$ cat src/rtl/seg_scan_controller.sv
// seg_scan_controller
//   Multiplexes a DIGITS-wide BCD value onto one shared segment decoder and
//   a bank of one-hot digit enables. Each digit gets a BLANK gap of GAP clocks
//   (all enables off, decoder input already switched) followed by a SHOW slot
//   of SCAN_DIV clocks. The displayed value is double buffered: a load lands
//   in a pending register and is committed to the active register only at the
//   frame boundary, so a frame never mixes old and new digits.
//
//   Optional build macro: LEADING_ZERO_BLANK_EN
//     When defined, a digit above digit 0 stays dark in its SHOW slot if it
//     and every higher digit are zero. Timing, num and frame_start unchanged.
//
//   state | meaning
//   ------+---------------------------------------------------------------
//   IDLE  | one cycle after reset release; next edge starts frame at digit 0
//   BLANK | all digit enables off, num already shows the upcoming digit
//   SHOW  | enable of the current digit on, num shows its nibble

module seg_scan_controller #(
   parameter int DIGITS   = 4,
   parameter int SCAN_DIV = 50000,
   parameter int GAP      = 4,
   parameter int CNT_W    = 16
) (
   input  logic                  clk,
   input  logic                  rst,
   input  logic                  load,
   input  logic [4*DIGITS-1:0]   din,
   output logic                  ready,
   output logic [3:0]            num,
   output logic [DIGITS-1:0]     dig_sel,
   output logic                  frame_start
);

   localparam int IDX_W = (DIGITS > 1) ? $clog2(DIGITS) : 1;

   localparam logic [CNT_W-1:0] GAP_TC  = CNT_W'(GAP - 1);
   localparam logic [CNT_W-1:0] SHOW_TC = CNT_W'(SCAN_DIV - 1);
   localparam logic [IDX_W-1:0] LAST_IX = IDX_W'(DIGITS - 1);

   typedef enum logic [1:0] {
      ST_IDLE  = 2'd0,
      ST_BLANK = 2'd1,
      ST_SHOW  = 2'd2
   } state_t;

   state_t                 state_q, state_d;
   logic [IDX_W-1:0]       idx_q, idx_d;
   logic [CNT_W-1:0]       cnt_q, cnt_d;
   logic [4*DIGITS-1:0]    active_q, active_d;
   logic [4*DIGITS-1:0]    pend_q, pend_d;
   logic                   pend_vld_q, pend_vld_d;
   logic                   ready_q, ready_d;
   logic [3:0]             num_q, num_d;
   logic [DIGITS-1:0]      dig_sel_q, dig_sel_d;
   logic                   frame_start_q, frame_start_d;
   logic                   enter_frame;
   logic                   lz_lit;

   // Phase sequencing: IDLE -> BLANK(GAP) -> SHOW(SCAN_DIV) -> next digit BLANK
   always_comb begin
      state_d     = state_q;
      idx_d       = idx_q;
      cnt_d       = cnt_q;
      enter_frame = 1'b0;
      case (state_q)
         ST_IDLE: begin
            state_d     = ST_BLANK;
            idx_d       = '0;
            cnt_d       = '0;
            enter_frame = 1'b1;
         end
         ST_BLANK: begin
            if (cnt_q == GAP_TC) begin
               state_d = ST_SHOW;
               cnt_d   = '0;
            end else begin
               cnt_d = cnt_q + 1'b1;
            end
         end
         ST_SHOW: begin
            if (cnt_q == SHOW_TC) begin
               state_d = ST_BLANK;
               cnt_d   = '0;
               if (idx_q == LAST_IX) begin
                  idx_d       = '0;
                  enter_frame = 1'b1;
               end else begin
                  idx_d = idx_q + 1'b1;
               end
            end else begin
               cnt_d = cnt_q + 1'b1;
            end
         end
         default: begin
            state_d = ST_IDLE;
            idx_d   = '0;
            cnt_d   = '0;
         end
      endcase
   end

   // Double buffer: accept into pending while free, commit at frame boundary.
   // Commit and accept are exclusive since accept needs pending to be empty.
   always_comb begin
      active_d   = active_q;
      pend_d     = pend_q;
      pend_vld_d = pend_vld_q;
      if (enter_frame && pend_vld_q) begin
         active_d   = pend_q;
         pend_vld_d = 1'b0;
      end else if (load && !pend_vld_q) begin
         pend_d     = din;
         pend_vld_d = 1'b1;
      end
      ready_d = !pend_vld_d;
   end

`ifdef LEADING_ZERO_BLANK_EN
   // Digit stays lit if it is digit 0 or any nibble at or above it is nonzero
   always_comb begin
      lz_lit = (idx_d == '0);
      for (int i = 0; i < DIGITS; i++) begin
         if (i >= int'(idx_d) && active_d[4*i +: 4] != 4'h0) begin
            lz_lit = 1'b1;
         end
      end
   end
`else
   assign lz_lit = 1'b1;
`endif

   // Output decode from next state so that outputs are registered with it;
   // num uses the post-commit value so a new frame starts with new digits
   always_comb begin
      num_d         = active_d[4*idx_d +: 4];
      dig_sel_d     = '0;
      frame_start_d = enter_frame;
      if (state_d == ST_SHOW && lz_lit) begin
         dig_sel_d = DIGITS'(1) << idx_d;
      end
   end

   // State, buffers and outputs; synchronous active-low reset
   always_ff @(posedge clk) begin
      if (!rst) begin
         state_q       <= ST_IDLE;
         idx_q         <= '0;
         cnt_q         <= '0;
         active_q      <= '0;
         pend_q        <= '0;
         pend_vld_q    <= 1'b0;
         ready_q       <= 1'b1;
         num_q         <= 4'h0;
         dig_sel_q     <= '0;
         frame_start_q <= 1'b0;
      end else begin
         state_q       <= state_d;
         idx_q         <= idx_d;
         cnt_q         <= cnt_d;
         active_q      <= active_d;
         pend_q        <= pend_d;
         pend_vld_q    <= pend_vld_d;
         ready_q       <= ready_d;
         num_q         <= num_d;
         dig_sel_q     <= dig_sel_d;
         frame_start_q <= frame_start_d;
      end
   end

   assign ready       = ready_q;
   assign num         = num_q;
   assign dig_sel     = dig_sel_q;
   assign frame_start = frame_start_q;

endmodule

$ cat config.mk
export PLATFORM = sky130hd
export DESIGN_NAME = seg_scan_controller
export DESIGN_NICKNAME = d
export VERILOG_FILES = /design/src/rtl/seg_scan_controller.sv
export SDC_FILE = /design/constraint.sdc
export NUM_CORES = 1
export LEC_CHECK = 0
export ABC_AREA = 1
export BUFFER_PORTS_ARGS = -buffer_cell sky130_fd_sc_hd__buf_2
export CAP_MARGIN = 20
export CELL_PAD_IN_SITES_DETAIL_PLACEMENT = 1
export CELL_PAD_IN_SITES_GLOBAL_PLACEMENT = 1
export CORE_MARGIN = 4
export CORE_UTILIZATION = 44
export CTS_BUF_LIST = sky130_fd_sc_hd__clkbuf_4
export CTS_CLUSTER_DIAMETER = 150
export DETAILED_ROUTE_END_ITERATION = 8
export PLACE_DENSITY = 0.92
export RECOVER_POWER = 100
export SYNTH_ARGS = -nofsm -noshare
export SYNTH_HDL_FRONTEND = slang
export SYNTH_SLANG_ARGS = --single-unit
export TNS_END_PERCENT = 1
$ cat constraint.sdc
create_clock -name clk -period 1.8 [get_ports clk]
set_input_delay 0.27 -clock clk [delete_from_list [all_inputs] [get_ports clk]]
set_output_delay 0.27 -clock clk [all_outputs]
set_load 0.02 [all_outputs]
==> impl_results.md, run 1 <==
- Largest area contributor in the netlist: dfxtp_1
- Largest net degree at the start of global routing: 25
- CP cell instances: inv_2, nor2_2, nand2_2, nor2_4, nand3_2, nand2_4, buf_12, nand3b_1, nand2_2, nand2_1, nand3_1, a21oi_1
- Comb power frac: 0.105
- Post-synth EDFFs: 0
- CTS buffer count: 9
- Total nets after synthesis: 391
- Clock root cell: clkbuf_4
- Worst Path Max Fanout: 8
- Data arrival, critical path: 2.15 ns
- Slowest stage delay, CP: 0.37 ns
- # H-tree levels: 3
- Residual DRC: 0
- Number of synthesized register bits: 63
- Final worst slack: -0.0333 ns
- Final hold vios: 0
- CTS Sinks: 63
- Buf+Inv Stages, Crit Path: 2
- Clk_lat worst skew: 0.43 ns
- Starting density of the core: 0.461
- Pleak: 1.46 nW
- Vias per Instance: 5.44
- Die width: 87.5 um
- RSZ-0062 raised after global routing: true
- Die area: 7650 sq um
- Max-Cap Viols: 0
- Routed via count: 2645
- Peak VDD IR: 0.655 mV
- Outcome: finished, violations left
- Core Footprint: 6030 sq um
- CP Launch Type: register
- Worst hold endpoint: pend_q[2]
- Hold path startpoint: din[2]
- Sw frac: 0.281
- Hold buffer count at cts: 0
- Pre-CTS setup slack: -0.148 ns
- Antenna cells: 0
- # IOs: 29
- Ys flop type: dfxtp_1
- NetSw: 0.000833 W
- Synth Warn #: 0
- Synthesized area: 2780 sq um
- Layout area overhead: 21.9%
- Initial antenna violation count: 0
- Crit path launch: cnt_q[6]
- Crit path required time: 2.11 ns
- CP Capture Type: register
- Total gr overflow: 0
- Routed Antenna Nets: 0
- Failing checks: negative setup slack
- Num rows: 28
- Tot GR Track Use: 0.206
- Worst-path clk slew: 0.12 ns
- IO Port Bufs: 28
- Routed length per placed instance: 18.0 um
- Slew @ Worst Pin: 0.511 ns
- Worst path most repeated cell: nand2_2
- Nets: 431
- Int Power: 0.00213 W
- Synth area leaders: dfxtp_1 45%, nor2_1 9.3%, nand2_1 8.2%
- PwrDens: 875 nW/um^2
- R2R cell count: 12
- CP max stage cell: dfxtp_1
- Y dimension of the die: 87.5 um
- Number of global-route vias before repair: 2663
- Worst path top cell family by delay: simple AND/OR/NAND/NOR gates
- Worst r2r src: cnt_q[6]
- CTS tree: built
- First-pass DRT Iterations: 4
- Clk buf depth: 2
- Most frequent cell after synthesis: nor2_1
- Sequential area share after synthesis: 0.454
- First-pass GRT wire length: 12.2 mm
- CP Class: reg2reg
- # setup viols final: 4
- Register share of total power: 0.502
- Gate Count Post-Synth: 366
- Netlist cell types: 35
- Pwr Total: 0.00297 W
- Clock network power share: 0.393
- Fmax: 545 MHz
- Final worst path period share: 1.02
- DR iter-0 viols: 132
- Hold Path Cell Cnt: 3
- CP Depth: 12
- Layout cells sized above 1: 0.277
- Internal reg-to-reg setup slack: -0.03 ns
- Wirelength, routed: 8.74 mm
- End of the worst register-to-register path: num[1]
- Hpwl dp: 4.98 mm
- Min Tclk post-route: 1.83 ns
- Hold Crit Class: in2reg
- Slew Limit Fails: 0
- Hold Slack: 0.0574 ns
- Slew margin rel.: 0.659
- Post-synth top area share: 0.454
- Gpl congestion: 0.835
- Syn avg cell area: 7.59 sq um
- Top cells by instance count after synthesis: 69 x nor2_1, 63 x dfxtp_1, 61 x nand2_1
- Setup Skew: 0.0187 ns
- Post-synthesis async set-or-reset flop share: 0
[worst max-delay path by stage]
stage / end / slack, ns
3_3_place_gp: num[2] / 0.03
2_1_floorplan: num[2] / 0.17
5_1_grt: num[1] / -0.12
4_1_cts: num[1] / 0.002
3_5_place_dp: num[1] / -0.15
6_report: num[1] / -0.03
[what timing repair did]
item / in CTS / in global routing
pin swaps: 1 / 13
buffers inserted: 0 / 2
setup endpoints to repair: 22 / 16
hold endpoints to repair: 0 / 0
gates cloned: 0 / 2
gates resized for setup: 10 / 40
[cells in the final DEF, fill, tap and decap left out, types with 3 or more instances in the layout]
cell type and count:
a21oi_1 16, a21oi_2 3, buf_2 28, buf_4 10, clkbuf_4 9, dfxtp_1 53, dfxtp_2 8, ha_1 3
inv_1 31, nand2_1 54, nand2_2 10, nand2_4 6, nand3_1 29, nand3_2 4, nand3b_1 9, nand4_1 3
nor2_1 62, nor2_2 5, nor2_4 6, o21ai_0 19, xor2_1 3
[metal layers]
layer	vias up	GRT usage	part of all wire
met4	0	0.0865	0.033
met2	81	0.343	0.51
met5	-	0	0
met3	28	0.0653	0.034
met1	1279	0.242	0.42
li1	1257	-	-
[through the flow]
step	setup TNS (ns)	instance area, sq um	utilization	std cells
2_1_floorplan	0	2780	-	366
3_3_place_gp	0	3010	0.499	466
3_5_place_dp	-0.571	3010	0.499	466
4_1_cts	0	3210	0.533	482
5_1_grt	-1.23	3390	0.562	486
6_report	-0.0593	3390	0.562	486
[state kept, by name, indices dropped and copies added (netlist names)]
name / count
active_q: 16
cnt_q: 16
dig_sel: 4
frame_start: 1
idx_q: 2
num: 4
pend_q: 16
pend_vld_q: 1
ready: 1
state_q: 2
[area by class of cell]
cell class | instances | area [sq um]
Clock buffer | 9 | 67.6
Clock inverter | 7 | 96.3
Fill cell | 755 | 2640
Inverter | 37 | 145
Multi-Input combinational cell | 255 | 1450
Sequential cell | 63 | 1280
Tap cell | 75 | 93.8
Timing Repair Buffer | 40 | 260
[power groups by stage]
stage | Sequential, W | Clock [W] | Combinational (W)
2_1_floorplan | 0.00151 | 0 | 0.000188
3_3_place_gp | 0.00151 | 0 | 0.000254
3_5_place_dp | 0.00152 | 0 | 0.000266
4_1_cts | 0.00149 | 0.00116 | 0.000274
5_1_grt | 0.00150 | 0.00126 | 0.000344
6_report | 0.00149 | 0.00116 | 0.000312
[cells by family after synthesis]
logic type | count (synthesis) | synth area share
flops | 63 | 0.454
fa+ha+maj | 6 | 0.0270
compound gates | 44 | 0.0883
buf+inv | 49 | 0.0819
simple gates | 199 | 0.333
xor+xnor | 5 | 0.0158
[worst reg2reg max path: stages, from the launching register on]
cell,delay (ns)
dfxtp_1,0.37
inv_2,0.06
nor2_2,0.11
nand2_2,0.11
nor2_4,0.14
nand3_2,0.12
nand2_4,0.18
buf_12,0.15
nand3b_1,0.09
nand2_2,0.10
nand2_1,0.08
nand3_1,0.11
a21oi_1,0.08
Note: power is estimated with default switching activity, not from simulation.
==> run 2, diff against run 1 <==
--- a/config.mk
+++ b/config.mk
@@ -15,7 +15,7 @@
 export CTS_BUF_LIST = sky130_fd_sc_hd__clkbuf_4
 export CTS_CLUSTER_DIAMETER = 150
 export DETAILED_ROUTE_END_ITERATION = 8
-export PLACE_DENSITY = 0.92
+export PLACE_DENSITY = 0.86
 export RECOVER_POWER = 100
 export SYNTH_ARGS = -nofsm -noshare
 export SYNTH_HDL_FRONTEND = slang
==> run 2 against run 1 <==
The flow still finishes with violations (negative setup slack); clock power about the same; die area stayed put; flip-flop and latch count unchanged; first-iteration DRC count is 9.1% lower; worst hold slack better by 0.0012 ns; cell area up 5.1%; largest power group unchanged.
==> impl_results.md, run 2 (synthesized netlist as in run 1, its figures left out) <==
- Die width: 87.5 um (unchanged)
- Pleak: 1.48 nW (was 1.46 nW)
- Hpwl dp: 5.33 mm (was 4.98 mm)
- Clock network power share: 0.393 (about the same)
- Hold Crit Class: in2reg (unchanged)
- Routed length per placed instance: 19.5 um (was 18.0 um)
- Footprint of the multi-input gates: 1530 sq um (was 1450 sq um)
- RSZ-0062 raised after global routing: true (unchanged)
- Min Tclk post-route: 1.87 ns (was 1.83 ns)
- FF+latch area: 1280 sq um (about the same)
- Failing checks: negative setup slack (unchanged)
- Routed Antenna Nets: 0 (unchanged)
- Sw frac: 0.285 (was 0.281)
- IO Port Bufs: 28 (unchanged)
- Most common cell after layout, fill and taps aside: nor2_1 (unchanged)
- Tot GR Track Use: 0.221 (was 0.206)
- # IOs: 29 (unchanged)
- Regs by FF count: active_q x16, cnt_q x16, pend_q x16 (unchanged)
- Final worst slack: -0.0734 ns (was -0.0333 ns)
- Starting density of the core: 0.461 (unchanged)
- Routed via count: 2786 (was 2645)
- Pwr Total: 0.00299 W (was 0.00297 W)
- Int Power: 0.00213 W (about the same)
- Clock root cell: clkbuf_4 (unchanged)
- Finished Core Util: 0.591 (was 0.562)
- Register share of total power: 0.500 (was 0.502)
- Fmax: 534 MHz (was 545 MHz)
- # H-tree levels: 3 (unchanged)
- Data arrival, critical path: 2.20 ns (was 2.15 ns)
- Wirelength, routed: 9.75 mm (was 8.74 mm)
- Worst r2r src: cnt_q[0] (was cnt_q[6])
- NetSw: 0.000852 W (was 0.000833 W)
- Placed cell area: 3030 sq um (was 3010 sq um)
- Outcome: finished, violations left (unchanged)
- PwrDens: 839 nW/um^2 (was 875 nW/um^2)
- First-pass DRT Iterations: 4 (unchanged)
- R2R cell count: 8 (was 12)
- Peak VDD IR: 0.512 mV (was 0.655 mV)
- CTS tree: built (unchanged)
- Post-route cell area: 3560 sq um (was 3390 sq um)
- Clk buf depth: 2 (unchanged)
- Die area: 7650 sq um (unchanged)
- Worst Path Max Fanout: 4 (was 8)
- Max-Cap Viols: 0 (unchanged)
- CP Class: reg2reg (unchanged)
- CP Launch Type: register (unchanged)
- CTS Sinks: 63 (unchanged)
- Internal reg-to-reg setup slack: -0.07 ns (was -0.03 ns)
- Y dimension of the die: 87.5 um (unchanged)
- Total gr overflow: 0 (unchanged)
- Slew Limit Fails: 0 (unchanged)
- Crit path required time: 2.12 ns (was 2.11 ns)
- Number of global-route vias before repair: 2672 (was 2663)
- # setup viols final: 7 (was 4)
- Placed cell count: 469 (was 466)
- Antenna cells: 0 (unchanged)
- Core Footprint: 6030 sq um (unchanged)
- Crit path launch: cnt_q[0] (was cnt_q[6])
- Crit path to: cnt_q[1] (was num[1])
- Worst-path clk slew: 0.13 ns (was 0.12 ns)
- Residual DRC: 0 (unchanged)
- Num rows: 28 (unchanged)
- End of the worst register-to-register path: cnt_q[1] (was num[1])
- Nets: 446 (was 431)
- Layout Cells excl Fill: 501 (was 486)
- Clk_lat worst skew: 0.43 ns (about the same)
- Comb power frac: 0.108 (was 0.105)
- DR iter-0 viols: 120 (was 132)
- Vias per Instance: 5.56 (was 5.44)
- First-pass GRT wire length: 13.0 mm (was 12.2 mm)
- Layout area overhead: 28.1% (was 21.9%)
- Most frequent cells in the layout: 60 x nor2_1, 53 x nand2_1, 49 x dfxtp_1 (was 62 x nor2_1, 54 x nand2_1, 53 x dfxtp_1)
- Largest net degree at the start of global routing: 25 (unchanged)
- Slew margin rel.: 0.645 (was 0.659)
- CP Capture Type: register (unchanged)
- Slew @ Worst Pin: 0.531 ns (was 0.511 ns)
- Final hold vios: 0 (unchanged)
- CTS buffer count: 9 (unchanged)
- Initial antenna violation count: 0 (unchanged)
- Final worst path period share: 1.04 (was 1.02)
- Fill cell count: 757 (was 755)
- Setup_tns: -0.306 ns (was -0.0593 ns)
- Gpl congestion: 0.811 (was 0.835)
- Layout cells sized above 1: 0.317 (was 0.277)
- Setup Skew: 0.0223 ns (was 0.0187 ns)
## run 2: worst max-delay path, stage by stage (launching register included)
cell and delay [ns]:
dfxtp_2 0.36, ha_4 0.18, nand3_1 0.08, nor2_1 0.06
nand2_1 0.14, nand2_1 0.15, a21oi_4 0.26, clkinvlp_2 0.28
nor2_1 0.24
## run 2: how the worst min path moves through the flow
stage,from,endpoint,slack [ns],depth (start not counted)
6_report,din[11],pend_q[11],0.06,3
5_1_grt,din[14],pend_q[14],0.04,3
4_1_cts,din[13],pend_q[13],0.05,3
3_5_place_dp,active_q[0],active_q[0],0.47,2
3_3_place_gp,active_q[3],active_q[3],0.46,2
2_1_floorplan,din[0],pend_q[0],0.40,2
## run 2: what timing repair did
| action | CTS | global route |
|---|---|---|
| hold buffers | 0 | 0 |
| resized for setup | 16 | 55 |
| buffers inserted | 3 | 11 |
| cloned | 1 | 1 |
| endpoints found under the setup margin | 22 | 24 |
| pin swaps | 2 | 26 |
| endpoints found under the hold margin | 0 | 0 |
## run 2: routing by layer
| layer | global-route usage | vias up | share of wire |
|---|---|---|---|
| met1 | 0.271 | 1349 | 0.42 |
| met2 | 0.364 | 106 | 0.49 |
| met5 | 0 | - | 0 |
| met3 | 0.0426 | 36 | 0.047 |
| met4 | 0.119 | 0 | 0.038 |
| li1 | - | 1295 | - |
## run 2: final cells by class
| type | count | share of cell area |
|---|---|---|
| clock buffers | 9 | 0.0190 |
| repair buffers | 54 | 0.0942 |
| flip-flops and latches | 63 | 0.361 |
| well taps | 75 | 0.0264 |
| repair inverters | 1 | 0.00141 |
| inverters | 37 | 0.0418 |
| multi-input cells | 255 | 0.430 |
| clock inverters | 7 | 0.0267 |
## run 2: power by group through the flow
stage	Combinational (W)	Sequential [W]	Clock, W
after CTS	0.000279	0.00149	0.00115
after detailed placement	0.000264	0.00152	0
after global placement	0.000255	0.00151	0
after global routing	0.000352	0.00150	0.00124
final	0.000321	0.00149	0.00117
after floorplan	0.000188	0.00151	0
## run 2: stage by stage
stage	hold slack, ns	setup WS [ns]
final	0.0586	-0.0734
after global routing	0.0411	-0.155
after CTS	0.0491	0.0148
after detailed placement	0.467	-0.129
after global placement	0.457	0.0125
after floorplan	0.405	0.166
==> run 3, diff against run 2 <==
--- a/config.mk
+++ b/config.mk
@@ -7,7 +7,7 @@
 export LEC_CHECK = 0
 export ABC_AREA = 1
 export BUFFER_PORTS_ARGS = -buffer_cell sky130_fd_sc_hd__buf_2
-export CAP_MARGIN = 20
+export CAP_MARGIN = 0
 export CELL_PAD_IN_SITES_DETAIL_PLACEMENT = 1
 export CELL_PAD_IN_SITES_GLOBAL_PLACEMENT = 1
 export CORE_MARGIN = 4
@@ -20,4 +20,4 @@
 export SYNTH_ARGS = -nofsm -noshare
 export SYNTH_HDL_FRONTEND = slang
 export SYNTH_SLANG_ARGS = --single-unit
-export TNS_END_PERCENT = 1
+export TNS_END_PERCENT = 50
==> run 3 against run 2 <==
The flow still finishes with violations (negative setup slack); worst hold slack got worse by 0.0064 ns; clock skew increased by 0.0026 ns; register-to-register slack about the same; via count decreased by 0.25%; global-route usage unchanged; count of clock-buffer cells in the layout unchanged; critical endpoint unchanged; highest routed layer unchanged.
==> impl_results.md, run 3 (synthesized netlist as in run 1, its figures left out) <==
- Outcome: finished, violations left (unchanged)
- Failing checks: negative setup slack (unchanged)
- Worst Path Max Fanout: 4 (unchanged)
- Most frequent cells in the layout: 60 x nor2_1, 53 x nand2_1, 49 x dfxtp_1 (unchanged)
- # setup viols final: 7 (unchanged)
- Tot GR Track Use: 0.221 (unchanged)
- Hold buffer count at cts: 0 (unchanged)
- First-pass DRT Iterations: 4 (unchanged)
- Internal reg-to-reg setup slack: -0.07 ns (about the same)
- Routed length per placed instance: 19.8 um (was 19.5 um)
- Pre-CTS setup slack: -0.129 ns (unchanged)
- Clk_lat worst skew: 0.43 ns (about the same)
- Residual DRC: 0 (unchanged)
- IO Port Bufs: 28 (unchanged)
- Worst-path clk slew: 0.13 ns (about the same)
- CP Class: reg2reg (unchanged)
- # IOs: 29 (unchanged)
- Largest net degree at the start of global routing: 25 (unchanged)
- Routed Antenna Nets: 0 (unchanged)
- CTS buffer count: 9 (unchanged)
- Die width: 87.5 um (unchanged)
- CP Capture Type: register (unchanged)
- Total gr overflow: 0 (unchanged)
- Pleak: 1.49 nW (was 1.48 nW)
- Regs by FF count: active_q x16, cnt_q x16, pend_q x16 (unchanged)
- Final worst path period share: 1.04 (about the same)
- Slew Limit Fails: 0 (unchanged)
- Final worst slack: -0.0749 ns (was -0.0734 ns)
- Slew @ Worst Pin: 0.501 ns (was 0.531 ns)
- CTS tree: built (unchanged)
- First-pass GRT wire length: 13.0 mm (unchanged)
- Number of global-route vias before repair: 2672 (unchanged)
- PwrDens: 838 nW/um^2 (was 839 nW/um^2)
- Placed cell count: 469 (unchanged)
- Most common cell after layout, fill and taps aside: nor2_1 (unchanged)
- Initial antenna violation count: 0 (unchanged)
- Min Tclk post-route: 1.87 ns (about the same)
- Slew margin rel.: 0.666 (was 0.645)
- Layout Cells excl Fill: 502 (was 501)
- CTS Sinks: 63 (unchanged)
- Hpwl dp: 5.33 mm (unchanged)
- DR iter-0 viols: 213 (was 120)
- Die area: 7650 sq um (unchanged)
- Nets: 447 (was 446)
- Hold Slack: 0.0522 ns (was 0.0586 ns)
- Antenna cells: 0 (unchanged)
- Num rows: 28 (unchanged)
- Data arrival, critical path: 2.20 ns (about the same)
- Fmax: 533 MHz (was 534 MHz)
- Clk buf depth: 2 (unchanged)
- Crit path required time: 2.12 ns (about the same)
- RSZ-0062 raised after global routing: true (unchanged)
- Final hold vios: 0 (unchanged)
- Setup Skew: 0.0249 ns (was 0.0223 ns)
- Core Footprint: 6030 sq um (unchanged)
- Peak VDD IR: 0.513 mV (was 0.512 mV)
- Wirelength, routed: 9.93 mm (was 9.75 mm)
- Hold Crit Class: in2reg (unchanged)
- Gpl congestion: 0.811 (unchanged)
- Finished Core Util: 0.592 (was 0.591)
- Max-Cap Viols: 0 (unchanged)
- CP Launch Type: register (unchanged)
- Clock root cell: clkbuf_4 (unchanged)
- # H-tree levels: 3 (unchanged)
- Layout cells sized above 1: 0.319 (was 0.317)
- Y dimension of the die: 87.5 um (unchanged)
- Routed via count: 2779 (was 2786)
- Layout area overhead: 28.4% (was 28.1%)
- Vias per Instance: 5.54 (was 5.56)
- Setup_tns: -0.267 ns (was -0.306 ns)
- Starting density of the core: 0.461 (unchanged)
==> run 3: changes by cell type in the layout (fill, tap and decap cells not counted), sizes merged <==
cell	delta
buf	+1
==> run 3: area by class of cell <==
class	instances	area, sq um
fill	754	2460
multi-input combinational	255	1530
sequential	63	1280
timing repair buffer	55	343
inverter	37	149
clock inverter	7	95.1
tap	75	93.8
clock buffer	9	67.6
timing repair inverter	1	5.00
==> run 3: what timing repair did <==
item | 4_1_cts | 5_1_grt
pin swaps | 2 | 26
buffers inserted | 3 | 12
setup endpoints to repair | 22 | 24
resized for setup | 16 | 55
cloned | 1 | 1
==> run 3: worst paths after layout <==
kind	startpoint	endpoint	cells after the start
worst max-delay path	cnt_q[0]	cnt_q[1]	8
worst min-delay path	din[13]	pend_q[13]	3
worst max register to register	cnt_q[0]	cnt_q[1]	8
worst min register to register	active_q[10]	active_q[10]	2
==> run 3: per-stage QoR <==
stage	power, W	instance area (sq um)
CTS	0.00292	3280
detailed placement	0.00178	3030
floorplan	0.00170	2780
global route	0.00309	3570
global placement	0.00177	3030
finish	0.00299	3570
==> run 3: critical path, cell delays in order (launching register included) <==
cell and delay (ns):
dfxtp_2 0.36, ha_4 0.18, nand3_1 0.10, nor2_1 0.07, nand2_1 0.13, nand2_1 0.15
a21oi_4 0.25, clkinvlp_2 0.28, nor2_1 0.25
==> run 3: where the power goes <==
| group | switching (W) | internal [W] | total (W) |
|---|---|---|---|
| sequential | 0.0000398 | 0.00145 | 0.00149 |
| combinational | 0.000210 | 0.000117 | 0.000327 |
| clock | 0.000604 | 0.000565 | 0.00117 |
| total | 0.000854 | 0.00213 | 0.00299 |
==> run 3: routing by layer <==
layer,up-vias,GRT usage,wire [um],share of wire
met5,-,0,0,0
met3,29,0.0426,526,0.053
met4,0,0.119,338,0.034
met2,100,0.364,4900,0.49
li1,1295,-,-,-
met1,1355,0.271,4160,0.42
